### config.mk
export PLATFORM = sky130hd
export DESIGN_NAME = card7seg_bank
export DESIGN_NICKNAME = d
export VERILOG_FILES = /design/src/rtl/card7seg_bank.sv
export SDC_FILE = /design/constraint.sdc
export NUM_CORES = 1
export LEC_CHECK = 0
export ABC_AREA = 1
export BUFFER_PORTS_ARGS = -buffer_cell sky130_fd_sc_hd__buf_2
export CAP_MARGIN = 20
export CORE_ASPECT_RATIO = 0.6
export CORE_MARGIN = 5
export CORE_UTILIZATION = 60
export DETAILED_ROUTE_END_ITERATION = 10
export GPL_ROUTABILITY_DRIVEN = 1
export PLACE_DENSITY = 0.84
export REMOVE_ABC_BUFFERS = 1
export SLEW_MARGIN = 0
export SYNTH_ARGS = -nofsm -noshare
export SYNTH_HDL_FRONTEND = slang
export SYNTH_SLANG_ARGS = --single-unit
### constraint.sdc
create_clock -name slow_clock -period 2.05 [get_ports slow_clock]
set_clock_uncertainty 0.1 [all_clocks]
set_input_delay 0.205 -clock slow_clock [delete_from_list [all_inputs] [get_ports slow_clock]]
set_output_delay 0.205 -clock slow_clock [all_outputs]
set_load 0.005 [all_outputs]
### src/rtl/card7seg_bank.sv
// card7seg_bank: N_CARDS registered card slots, one active-low 7-seg digit each.
// Optional hand score outputs when CARD7SEG_BANK_SCORE_EN is defined.
module card7seg_bank #(
  parameter int N_CARDS   = 6,
  parameter int IDX_W     = 3,
  parameter int BLINK_DIV = 25000000,
  parameter int BLINKS    = 2
) (
  input  logic                 slow_clock,
  input  logic                 resetb,
  input  logic                 clear,
  input  logic                 load,
  input  logic [IDX_W-1:0]     load_idx,
  input  logic [3:0]           card_in,
`ifdef CARD7SEG_BANK_SCORE_EN
  output logic [3:0]           score,
  output logic [6:0]           score_seg,
`endif
  output logic [7*N_CARDS-1:0] seg_bus,
  output logic                 busy
);

  localparam int DIV_W = (BLINK_DIV > 1) ? $clog2(BLINK_DIV) : 1;
  localparam int HL_W  = $clog2(2 * BLINKS + 2);

  localparam logic [DIV_W-1:0] DIV_MAX = DIV_W'(BLINK_DIV - 1);
  localparam logic [HL_W-1:0]  HL_INIT = HL_W'(2 * BLINKS);

  localparam logic [6:0] BLANK = 7'b1111111;

  logic [3:0]       card_q      [N_CARDS];
  logic [3:0]       card_d      [N_CARDS];
  logic [DIV_W-1:0] div_cnt_q   [N_CARDS];
  logic [DIV_W-1:0] div_cnt_d   [N_CARDS];
  logic [HL_W-1:0]  half_left_q [N_CARDS];
  logic [HL_W-1:0]  half_left_d [N_CARDS];

  logic card_ok;

  function automatic logic [6:0] card_seg(input logic [3:0] c);
    logic [6:0] s;
    case (c)
      4'd1:    s = 7'b0001000;
      4'd2:    s = 7'b0100100;
      4'd3:    s = 7'b0110000;
      4'd4:    s = 7'b0011001;
      4'd5:    s = 7'b0010010;
      4'd6:    s = 7'b0000010;
      4'd7:    s = 7'b1111000;
      4'd8:    s = 7'b0000000;
      4'd9:    s = 7'b0010000;
      4'd10:   s = 7'b1000000;
      4'd11:   s = 7'b1100001;
      4'd12:   s = 7'b0011000;
      4'd13:   s = 7'b0001001;
      default: s = BLANK;
    endcase
    return s;
  endfunction

  assign card_ok = (card_in >= 4'd1) && (card_in <= 4'd13);

  // Next state per slot: clear beats load, load restarts the blink.
  always_comb begin
    for (int i = 0; i < N_CARDS; i++) begin
      card_d[i]      = card_q[i];
      div_cnt_d[i]   = div_cnt_q[i];
      half_left_d[i] = half_left_q[i];
      if (clear) begin
        card_d[i]      = '0;
        div_cnt_d[i]   = '0;
        half_left_d[i] = '0;
      end else if (load && (load_idx == IDX_W'(i))) begin
        card_d[i]      = card_in;
        div_cnt_d[i]   = '0;
        half_left_d[i] = card_ok ? HL_INIT : '0;
      end else if (half_left_q[i] != '0) begin
        if (div_cnt_q[i] == DIV_MAX) begin
          div_cnt_d[i]   = '0;
          half_left_d[i] = half_left_q[i] - HL_W'(1);
        end else begin
          div_cnt_d[i] = div_cnt_q[i] + DIV_W'(1);
        end
      end
    end
  end

  // Slot registers.
  always_ff @(posedge slow_clock or negedge resetb) begin
    if (!resetb) begin
      for (int i = 0; i < N_CARDS; i++) begin
        card_q[i]      <= '0;
        div_cnt_q[i]   <= '0;
        half_left_q[i] <= '0;
      end
    end else begin
      for (int i = 0; i < N_CARDS; i++) begin
        card_q[i]      <= card_d[i];
        div_cnt_q[i]   <= div_cnt_d[i];
        half_left_q[i] <= half_left_d[i];
      end
    end
  end

  // Digit decode with blanking on odd half-periods; busy while any slot blinks.
  always_comb begin
    seg_bus = '1;
    busy    = 1'b0;
    for (int i = 0; i < N_CARDS; i++) begin
      if (half_left_q[i][0]) begin
        seg_bus[7*i +: 7] = BLANK;
      end else begin
        seg_bus[7*i +: 7] = card_seg(card_q[i]);
      end
      busy = busy | (half_left_q[i] != '0);
    end
  end

`ifdef CARD7SEG_BANK_SCORE_EN
  localparam int SUM_W = $clog2(9 * N_CARDS + 1);

  logic [SUM_W-1:0] sum;
  logic [3:0]       score_d;
  logic [3:0]       score_q;
  logic [6:0]       score_seg_d;
  logic [6:0]       score_seg_q;

  function automatic logic [3:0] card_val(input logic [3:0] c);
    return (c >= 4'd1 && c <= 4'd9) ? c : 4'd0;
  endfunction

  function automatic logic [6:0] digit_seg(input logic [3:0] d);
    logic [6:0] s;
    case (d)
      4'd0:    s = 7'b1000000;
      4'd1:    s = 7'b1111001;
      default: s = card_seg(d);
    endcase
    return s;
  endfunction

  // Baccarat score of the current hand, one edge behind the slots.
  always_comb begin
    sum = '0;
    for (int i = 0; i < N_CARDS; i++) begin
      sum = sum + SUM_W'(card_val(card_q[i]));
    end
    score_d     = clear ? 4'd0 : 4'(sum % 10);
    score_seg_d = digit_seg(score_d);
  end

  // Score registers.
  always_ff @(posedge slow_clock or negedge resetb) begin
    if (!resetb) begin
      score_q     <= '0;
      score_seg_q <= 7'b1000000;
    end else begin
      score_q     <= score_d;
      score_seg_q <= score_seg_d;
    end
  end

  assign score     = score_q;
  assign score_seg = score_seg_q;
`endif

endmodule
==> results.yml <==
global_routing:
  first_global_vias: 11700
  antenna_found_initial: 1
  grtUsageTotal: 0.286
  grt_start_max_net_pins: 48
  grt_pass1_wl_um: 57300
  globalRouteOverflowTotal: 0
critical_path:
  start_kind: "flop"
  crit_fanout: 5
  criticalPathCategory: "flop to primary output"
  worstPathArrival_ps: 1780
  crit_path_end_kind: "primary output"
  required_ps: 1750
clocking:
  cts_tree: "done"
  ctsHtreeMaxLevel: 4
  root_buffer: "clkbuf_16"
  numCtsBuffers: 17
  cts.sinks: 192
  worst_skew_pair.late_latency_ps: 450
  cts_buffer_depth: 2
  clk_pin_slew_ps: 70
timing:
  period_minus_slack_ps: 2080
  finalHoldViolCount: 0
  setup_ws_ps: -31.1
  slew_headroom: 0.625
  tightest_slew_ps: 561
  finalSetupViolCount: 3
  rsz0062_at_grt: "true"
  clock.fmax_mhz: 481
  min_period_over_period: 1.02
  slew_violations: 0
  hold_ws_ps: 21.3
floorplanning:
  initial_core_util: 0.610
  dieArea_mm2: 0.0244
  io_pins: 54
  die_h_um: 123
  die_width_um: 199
  rows: 41
  core_area_mm2: 0.0210
synthesis:
  ys_seq_area_frac: 0.375
  synth_cell_types: 43
  ys_ff_latch: 192
  synthCells: 1858
  synth_compound_area_frac: 0.0805
  syn_area_per_cell_um2: 6.89
  netlist_area_mm2: 0.0128
  ys_warn_count: 0
  synth_xor_area_frac: 0.0301
  synth_mux_area_frac: 0
  yosys.area_share.simple: 0.376
  synth_top_family_by_area: "simple AND/OR/NAND/NOR gates"
  synth_fa_ha_area_frac: 0.0547
route:
  wirelength_um: 35800
  drt_iter0_drc: 1591
  ant_nets: 0
  vias_per_cell: 5.76
  wire_per_inst_um: 15.7
  via_count: 13100
  drc_errors: 0
  first_pass_iters: 6
min_path:
  hold_path.class: "primary input to flop"
placed_design:
  io_buffers: 53
  dp.cells: 2195
  post-dp-hpwl_um: 24600
  gp_congestion: 0.957
power:
  p_sw_w: 0.00346
  switching_share: 0.338
  p_int_w: 0.00679
  cellPowerDensity_mw_per_mm2: 687
  p_comb_frac: 0.266
  p_clk_frac: 0.322
  p_leak_nw: 6.80
  vdd_ir_drop_max_mv: 0.690
  seq_power_share: 0.412
cells_and_area:
  layout_common_cells: "nand2_1 (523), nor2_1 (295), inv_1 (196)"
  area_delta_synth_final_pct: 16.6
  layout-drive-gt1-share: 0.149
  mostFrequentLayoutCell: "nand2_1"
  nets: 2053
  utilization: 0.711
  final-instance-count-excl-fill: 2278
outcome:
  run_status: "finished, violations left"
  violations: "setup timing"
run:
  drv_cap: 0
per-stage QoR:
stage	instance area [um2]	worst slack, ps	power (W)	TNS (ps)
floorplan	12600	-16.5	0.00552	-16.5
global placement	13600	134	0.00630	0
detailed placement	13600	79.7	0.00640	0
CTS	14500	-28.5	0.00989	-53.8
global route	14900	-81.5	0.0108	-585
finish	14900	-31.1	0.0103	-32.4
worst max-delay path: stages, from the launching register on:
cell      delay [ps]
dfrtp_1          430
inv_2             80
buf_6            130
ha_4             150
o211ai_1         230
nand3_1          160
buf_2            160
state kept, by name (all words and copies together) (netlist names):
signal	flops
div_cnt_q	150
card_q	24
half_left_q	18
worst paths after layout:
path | startpoint | to | slack [ps] | cells after the start
setup / recovery | card_q[21]$_DFFE_PN0P_ | seg_bus[4] | -30 | 6
hold / removal | card_in[1] | card_q[5]$_DFFE_PN0P_ | 20 | 3
setup reg to reg | div_cnt_q[125]$_DFFE_PN0P_ | div_cnt_q[148]$_DFFE_PN0P_ | 60 | 8
hold reg to reg | half_left_q[2]$_DFFE_PN0P_ | half_left_q[2]$_DFFE_PN0P_ | 390 | 2
max in group asynchronous | resetb | card_q[22]$_DFFE_PN0P_ | 1020 | 3
min in group asynchronous | resetb | div_cnt_q[13]$_DFFE_PN0P_ | 170 | 2
layout make-up:
cell class	instances	area [um2]
timing repair buffer	146	1070
clock inverter	12	113
inverter	232	887
tap	279	349
clock buffer	19	453
sequential	192	4810
multi-input combinational	1397	7240
antenna	1	2.50
fill	1600	6060
power by group through the flow:
stage	combinational, W	sequential, W	clock, W
2_1_floorplan	0.00128	0.00423	0
3_3_place_gp	0.00204	0.00426	0
3_5_place_dp	0.00213	0.00427	0
4_1_cts	0.00237	0.00420	0.00332
5_1_grt	0.00302	0.00425	0.00349
6_report	0.00273	0.00422	0.00330
synthesized netlist by cell type (all sizes together):
cell | instances | area [um2]
xor2 | 41 | 359
and3 | 2 | 12.5
a221o | 3 | 30.0
a21oi | 35 | 175
inv | 232 | 871
nor4 | 4 | 25.0
o22ai | 8 | 50.1
clkbuf | 12 | 45.0
nand3 | 149 | 761
nor2 | 323 | 1320
o2111ai | 10 | 87.6
and2 | 2 | 12.5
buf | 25 | 154
o21bai | 10 | 75.1
a21o | 1 | 7.51
o21ai | 86 | 430
nor3 | 35 | 191
nand4 | 44 | 275
xnor2 | 3 | 26.3
o311ai | 3 | 26.3
ha | 56 | 701
o41ai | 2 | 17.5
nor3b | 5 | 37.5
nand3b | 9 | 67.6
o211ai | 10 | 75.1
or2 | 3 | 18.8
dfrtp | 192 | 4800
nand2 | 544 | 2080
a31oi | 9 | 56.3
what timing repair did:
action                     4_1_cts  5_1_grt
setup buffers                   24       26
setup endpoints to repair       24      117
pin swaps                        9       14
resized for setup               40       65
gates cloned                     0        0
hold buffers                     3        0
hold endpoints to repair       151        0
layer usage:
metal	part of all wire	vias up	GRT usage	wire length, um
met5	0.00036	-	0	13
met1	0.45	6101	0.436	16000
met3	0.096	87	0.0586	3450
li1	-	6226	-	-
met2	0.44	713	0.420	15600
met4	0.021	2	0.0696	763
logic make-up (layout without fill, tap and decap cells):
logic type,count (synthesis),in the layout
flip-flops,192,192
AO/OA/AOI/OAI,177,177
adder cells (fa/ha/maj),56,56
other,0,1
XOR/XNOR,44,44
AND/OR/NAND/NOR,1120,1120
buffers and inverters,269,409
Note: power is estimated with default switching activity, not from simulation.
